$ cat config.mk
export PLATFORM = sky130hd
export DESIGN_NAME = pipe_stage_skid
export DESIGN_NICKNAME = d
export VERILOG_FILES = /design/src/rtl/pipe_stage_skid.sv
export SDC_FILE = /design/constraint.sdc
export NUM_CORES = 1
export LEC_CHECK = 0
export ABC_AREA = 1
export BUFFER_PORTS_ARGS = -buffer_cell sky130_fd_sc_hd__buf_2
export CAP_MARGIN = 25
export CORE_UTILIZATION = 49
export CTS_CLUSTER_SIZE = 20
export DETAILED_ROUTE_END_ITERATION = 7
export PLACE_DENSITY_LB_ADDON = 0.12
export SETUP_SLACK_MARGIN = 0.3
export SYNTH_ARGS = -nofsm -noshare
export SYNTH_HDL_FRONTEND = slang
export SYNTH_SLANG_ARGS = --single-unit
$ cat constraint.sdc
create_clock -name clk_i -period 2.75 [get_ports clk_i]
set_input_delay 0.1375 -clock clk_i [delete_from_list [all_inputs] [get_ports clk_i]]
set_output_delay 0.1375 -clock clk_i [all_outputs]
set_load 0.1 [all_outputs]
$ cat src/rtl/pipe_stage_skid.sv
// -----------------------------------------------------------------------------
// pipe_stage_skid
//   Parametrised pipeline stage register with valid/ready handshaking. A
//   2-entry skid buffer (main + skid) gives full throughput under
//   back-pressure. in_ready_o is a decode of registered state only, so there
//   is no combinational path from out_ready_i back to in_ready_o. A
//   synchronous flush inserts bubbles. A saturating counter records stall
//   cycles for performance debug.
//
// Ports:
//   clk_i        in   1       clock, rising edge
//   rst_i        in   1       synchronous active-high reset (beats flush)
//   flush_i      in   1       synchronous flush, discards held entries
//   in_valid_i   in   1       upstream entry valid
//   in_ready_o   out  1       stage can accept this cycle
//   in_ctrl_i    in   CTRL_W  upstream control field
//   in_data_i    in   DATA_W  upstream payload
//   out_valid_o  out  1       downstream entry valid
//   out_ready_i  in   1       downstream accepts this cycle
//   out_ctrl_o   out  CTRL_W  control field, forced to 0 when not valid
//   out_data_o   out  DATA_W  payload, don't-care when not valid
//   occupancy_o  out  2       entries held (0..2)
//   stall_cnt_o  out  CNT_W   saturating count of valid & !ready cycles
// -----------------------------------------------------------------------------
module pipe_stage_skid #(
    parameter int CTRL_W = 2,
    parameter int DATA_W = 69,
    parameter int CNT_W  = 16
) (
    input  logic              clk_i,
    input  logic              rst_i,
    input  logic              flush_i,
    input  logic              in_valid_i,
    output logic              in_ready_o,
    input  logic [CTRL_W-1:0] in_ctrl_i,
    input  logic [DATA_W-1:0] in_data_i,
    output logic              out_valid_o,
    input  logic              out_ready_i,
    output logic [CTRL_W-1:0] out_ctrl_o,
    output logic [DATA_W-1:0] out_data_o,
    output logic [1:0]        occupancy_o,
    output logic [CNT_W-1:0]  stall_cnt_o
);

    // State encoding equals the number of held entries.
    typedef enum logic [1:0] {
        S_EMPTY = 2'd0,
        S_ONE   = 2'd1,
        S_TWO   = 2'd2
    } state_t;

    state_t              r_state;
    logic [CTRL_W-1:0]   r_main_ctrl;
    logic [DATA_W-1:0]   r_main_data;
    logic [CTRL_W-1:0]   r_skid_ctrl;
    logic [DATA_W-1:0]   r_skid_data;
    logic [CNT_W-1:0]    r_stall_cnt;

    logic                w_in_ready;
    logic                w_out_valid;
    logic                w_acc;
    logic                w_pop;
    logic                w_stall;

    assign w_in_ready  = (r_state != S_TWO);
    assign w_out_valid = (r_state != S_EMPTY);
    assign w_acc       = in_valid_i & w_in_ready;
    assign w_pop       = w_out_valid & out_ready_i;
    assign w_stall     = w_out_valid & ~out_ready_i;

    // Payload registers load only on an accept, so X on the inputs while
    // in_valid_i is low never reaches the held state.
    always_ff @(posedge clk_i) begin
        // NOTE: every register here uses non-blocking assignment so all state
        // updates see the pre-edge values regardless of statement order.
        if (rst_i) begin
            // NOTE: data registers are reset too, because out_data_o must read
            // 0 after reset; these are a handful of flops, not a memory array.
            r_state     <= S_EMPTY;
            r_main_ctrl <= '0;
            r_main_data <= '0;
            r_skid_ctrl <= '0;
            r_skid_data <= '0;
            r_stall_cnt <= '0;
        end else begin
            if (flush_i) begin
                // Both entries and any same-cycle accept are dropped; data
                // registers keep stale contents, hidden by out_valid_o = 0.
                r_state <= S_EMPTY;
            end else begin
                case (r_state)
                    S_EMPTY: begin
                        if (w_acc) begin
                            r_state     <= S_ONE;
                            r_main_ctrl <= in_ctrl_i;
                            r_main_data <= in_data_i;
                        end
                    end
                    S_ONE: begin
                        if (w_acc && w_pop) begin
                            r_main_ctrl <= in_ctrl_i;
                            r_main_data <= in_data_i;
                        end else if (w_acc) begin
                            // Main is blocked; park the younger entry in skid.
                            r_state     <= S_TWO;
                            r_skid_ctrl <= in_ctrl_i;
                            r_skid_data <= in_data_i;
                        end else if (w_pop) begin
                            r_state <= S_EMPTY;
                        end
                    end
                    S_TWO: begin
                        // in_ready_o is low here, so only a pop can happen;
                        // the skid entry is older than anything upstream.
                        if (w_pop) begin
                            r_state     <= S_ONE;
                            r_main_ctrl <= r_skid_ctrl;
                            r_main_data <= r_skid_data;
                        end
                    end
                    default: r_state <= S_EMPTY;
                endcase
            end

            // Flush does not clear the debug counter.
            if (w_stall && (r_stall_cnt != {CNT_W{1'b1}})) begin
                r_stall_cnt <= r_stall_cnt + CNT_W'(1);
            end
        end
    end

    assign in_ready_o  = w_in_ready;
    assign out_valid_o = w_out_valid;
    // Bubbles must never carry a register write downstream.
    assign out_ctrl_o  = w_out_valid ? r_main_ctrl : '0;
    assign out_data_o  = r_main_data;
    assign occupancy_o = r_state;
    assign stall_cnt_o = r_stall_cnt;

endmodule

# --- Word level (Yosys, flattened, before mapping) ---
# Index checks and enable logic that the tools add are counted.
classes:
  n_addsub: 1
  eq_ne: 9
  muxes: 15
  bitwise: 6
  reduce_logical: 9
ops:
  columns: ["op", "count"]
  rows:
  - ["69-bit 2-to-1 mux", 3]
  - ["69-bit one-hot mux with 3 select lines", 1]
  - ["2-bit 2-to-1 mux", 9]
  - ["16-bit by 1-bit adder with 16-bit output, second input constant", 1]
  - ["16-bit inequality test, second input constant", 1]
  - ["2-bit one-hot mux with 3 select lines", 2]
  - ["2-bit inequality test, second input constant", 5]
  - ["4-bit AND reduction", 2]
  - ["5-bit AND reduction", 1]
  - ["1-bit AND", 3]
  - ["3-bit inequality test, second input constant", 1]
  - ["1-bit inverter", 3]
  - ["3-bit nonzero test", 1]
  - ["2-bit by 1-bit equality test with 1-bit output, second input constant", 1]
  - ["2-bit equality test, second input constant", 1]
  - ["1-bit logical AND", 2]
  - ["2-bit zero test", 1]
  - ["2-bit nonzero test", 1]
  - ["2-bit OR reduction", 1]
word_totals:
  ff_bits: 160
  wordCells: 46

# --- Depth between registers and ports, before layout ---
depth:
  depth_word: 6
  depth_mapped: 9
  depth_no_buf: 9

# --- Worst setup path after synthesis ---
# Ideal clock, no wire load.
synth_path:
  path_type: "reg2out"
  start: "reg r_state[1] (netlist: occupancy_o[1])"
  end: "out out_ctrl_o[0]"
  arrival_time_ps: 2442
  t_required_ps: 2612
  setup_slack_ps: 170
  path_stages_with_launch: 3
  n_path_buf: 0
  path_cell_list: "dfxtp_1 -> nor2_4 -> nor2_1"
synth_between:
  elab_chain_cells: 2
synth_rtl:
  columns: ["item", "line_no", "text"]
  rows:
  - ["start, declared", "52", "state_t r_state;"]
  - ["start signal, assigned", "79", "r_state <= S_EMPTY;"]
  - ["start signal, assigned", "89", "r_state <= S_EMPTY;"]
  - ["start signal, assigned", "94", "r_state <= S_ONE;"]
  - ["2-bit nonzero test", "66", "assign w_out_valid = (r_state != S_EMPTY);"]
  - ["2-bit 2-to-1 mux", "135", "assign out_ctrl_o = w_out_valid ? r_main_ctrl : '0;"]
  - ["end, declared", "39", "output logic [CTRL_W-1:0] out_ctrl_o,"]
# Every way passes these cells.

# --- Worst setup path in the final report ---
layout_path:
  start: "reg r_state[0] (netlist: occupancy_o[0])"
  end: "out in_ready_o"
layout_between:
  elab_chain_cells: 1
layout_rtl:
  columns: ["item", "line_no", "text"]
  rows:
  - ["2-bit inequality test", "65", "assign w_in_ready = (r_state != S_TWO);"]
  - ["end, declared", "34", "output logic in_ready_o,"]
# Every way passes these cells.

==> flow_summary.toml <==
[run_status]
outcome = "finished, violations left"
violations = "hold timing"

[detailed_routing]
vias_per_cell = 5.07
wl_met2_um = 8420
drt_pass1_iterations = 6
final_antenna_net_count = 0
wire_per_inst_um = 13.5
drt_wl_total_um = 18000
highest_layer = "met4"
met3_length_um = 1120
drt-met1-wl_um = 8230
drt_first_iter_violations = 531
drcViolationCount = 0
vias = 6773

[setup_path]
crit_slowest_cell = "dfxtp_1"
ff2ff_path_depth = 5
path_cells = "inv_2 > nand2_4 > buf_4 > clkbuf_4"
end_kind = "primary output"
timing.rr.end = "out_data_o[31]"
rr_startpoint = "occupancy_o[1]"
r2r_slack_ns = 0.51
crit_type = "flop to primary output"
max_stage_delay_ns = 0.46
cp-start-kind = "flop"
critPathMaxFanout = 39
cp.required_ns = 2.61
cp.arrival_ns = 2.13

[min_path]
min_to = "r_skid_data[66]"
hold_class = "primary input to flop"
hold_path_startpoint = "in_data_i[66]"
worstHoldPathCells = 3

[floorplan]
rows = 43
dieArea_sq_um = 14700
coreArea_sq_um = 13900
die_w_um = 121
boundaryPins = 167
start_util_pct = 50.4
die_y_um = 121

[power_and_ir_drop]
peakVddDrop_uv = 587
power.density_nw_per_um2 = 673
fin_total_pwr_uw = 5850
leakage_uw = 0.00377

[clock_network]
clock_latency_ns = 0.42
clk_pin_slew_ns = 0.06
clockBufferDepth = 2
clockRootBuffer = "clkbuf_16"
cts_inserted_buffers = 17
cts_tree = "yes"
cts-htree-levels = 4
cts_num_sinks = 160

[placement]
post_dp_cell_area_sq_um = 7800
finalWeightedCongestion = 0.807
portBuffers = 166
dpl.hpwl_um = 10900
place_inst = 1279

[grt]
grt_pass1_vias = 5803
grt_pass1_wl_um = 28600
gr-total-overflow = 0
grtUsageTotal_pct = 24.6
antenna_found_initial = 0
grt_max_degree = 81

[synth]
synth_compound_area_share_pct = 16.8
synth_commonest_cells = "nand2_1 (233), dfxtp_1 (160), a21oi_1 (121)"
syn_area_sq_um = 6990
yosysMostFrequentCell = "nand2_1"
yosysSeqAreaShare_pct = 45.8
synth_seq_cells = 160
synth_edf_count = 0
synth_top_area_share_pct = 45.8
synth_top_cell_by_area = "dfxtp_1"
synth.area.top_cells = "dfxtp_1 (46%), nand2_1 (13%), a21oi_1 (8.7%)"
synth_cell_types = 24
yosys.area_share.simple_pct = 27.9
synth_xor_area_share_pct = 0.752
synthCells = 993
syn_avg_cell_area_sq_um = 7.04
synth_ff_type = "dfxtp_1"
synthMuxAreaShare_pct = 0
synthAdderAreaFrac_pct = 0.179
synthArstFlopShare_pct = 0
synth_warnings = 0
synth_nets = 1070
synth_top_family_by_area = "simple AND/OR/NAND/NOR gates"

[cells_and_area]
area_growth_pct = 24.4
antenna_cells_inserted = 0
utilization_pct = 62.6
fin_cells = 1337
final_nets = 1221
postLayoutCellArea_sq_um = 8690
drive_gt1_share_pct = 19.5

[timing]
setup_violations = 0
post-route-min-period_ns = 2.26
whs_ns = -0.000385
max_freq_mhz = 442
drv_slew = 0
slew_headroom_pct = 39.9
worst_slew_pin_slew_ns = 0.902
finalHoldViolCount = 1
fin_skew_ns = 0.0108
fin_setup_tns_ns = 0
min_period_over_period_pct = 82.4
rsz0062_at_grt = "false"

[job]
maxCapViolCount = 0
cell families after synthesis:
group	after synthesis
simple gates	462
compound gates	234
flops	160
buf+inv	130
xor+xnor	6
fa+ha+maj	1
flip-flops by register name (all words and copies together) (netlist names):
name         cells
occupancy_o      2
out_data_o      69
r_main_ctrl      2
r_skid_ctrl      2
r_skid_data     69
stall_cnt_o     16
layer usage:
layer / global-route usage (%) / vias to the layer above
met4: 7.18 / 0
met1: 32.6 / 3020
li1: - / 3544
met3: 6.20 / 19
met2: 39.1 / 190
met5: 0 / -
cell type report:
class	instances	area (sq um)
Clock buffer	22	474
Clock inverter	10	158
Sequential cell	160	3200
Timing Repair Buffer	205	1220
Tap cell	180	225
Fill cell	1283	5190
Inverter	57	216
Multi-Input combinational cell	703	3200
how the worst max path moves through the flow:
stage                               from              end
after floorplan           occupancy_o[1]    out_ctrl_o[0]
after global routing      occupancy_o[1]   out_data_o[31]
after global placement    occupancy_o[1]  r_skid_data[14]
after CTS                 occupancy_o[0]       in_ready_o
after detailed placement  occupancy_o[1]  r_skid_data[23]
final                     occupancy_o[0]       in_ready_o
report_power, final:
part,switching [uW],internal (uW)
Combinational,680,207
Sequential,39.9,2400
Clock,933,1590
cell usage in the layout (no fill, tap or decap):
master         instances
clkbuf_1               2
dfxtp_1              159
nand4_2                1
o21ai_0               84
bufinv_16              4
clkbuf_16             17
clkbuf_4               1
clkbuf_8               3
buf_12                 2
ha_1                   1
inv_1                 52
nor2_4                 5
dfxtp_2                1
nand4_1                6
o211ai_1               1
nand2_2                2
clkinv_2               3
nor2_2                 1
nor2_1                98
nand3_1              114
xnor2_1                2
a21oi_1              121
nand2_4                2
clkinvlp_4             3
o21ai_1               28
nand2_1              233
buf_4                 11
dlygate4sd3_1         26
inv_4                  1
xor2_1                 4
buf_2                165
inv_2                  4
stage by stage:
step / setup slack (ns) / hold slack (ns)
floorplan: 0.170 / 0.285
global placement: 0.501 / 0.389
detailed placement: 0.447 / 0.396
CTS: 0.388 / 0.0000235
global route: 0.332 / 0.00972
finish: 0.485 / -0.000385
worst max-delay path: cells and delay by family, from the launching register on:
family | cells | cell delay (ns)
and+or+nand+nor | 1 | 0.32
DFF | 1 | 0.46
buffers and inverters | 3 | 0.92
timing repair:
action	in CTS	in global routing
gates resized for setup	0	3
endpoints found under the setup margin	0	36
setup buffers	0	0
hold buffers	26	0
endpoints found under the hold margin	26	0
(Power assumes the default switching activity.)
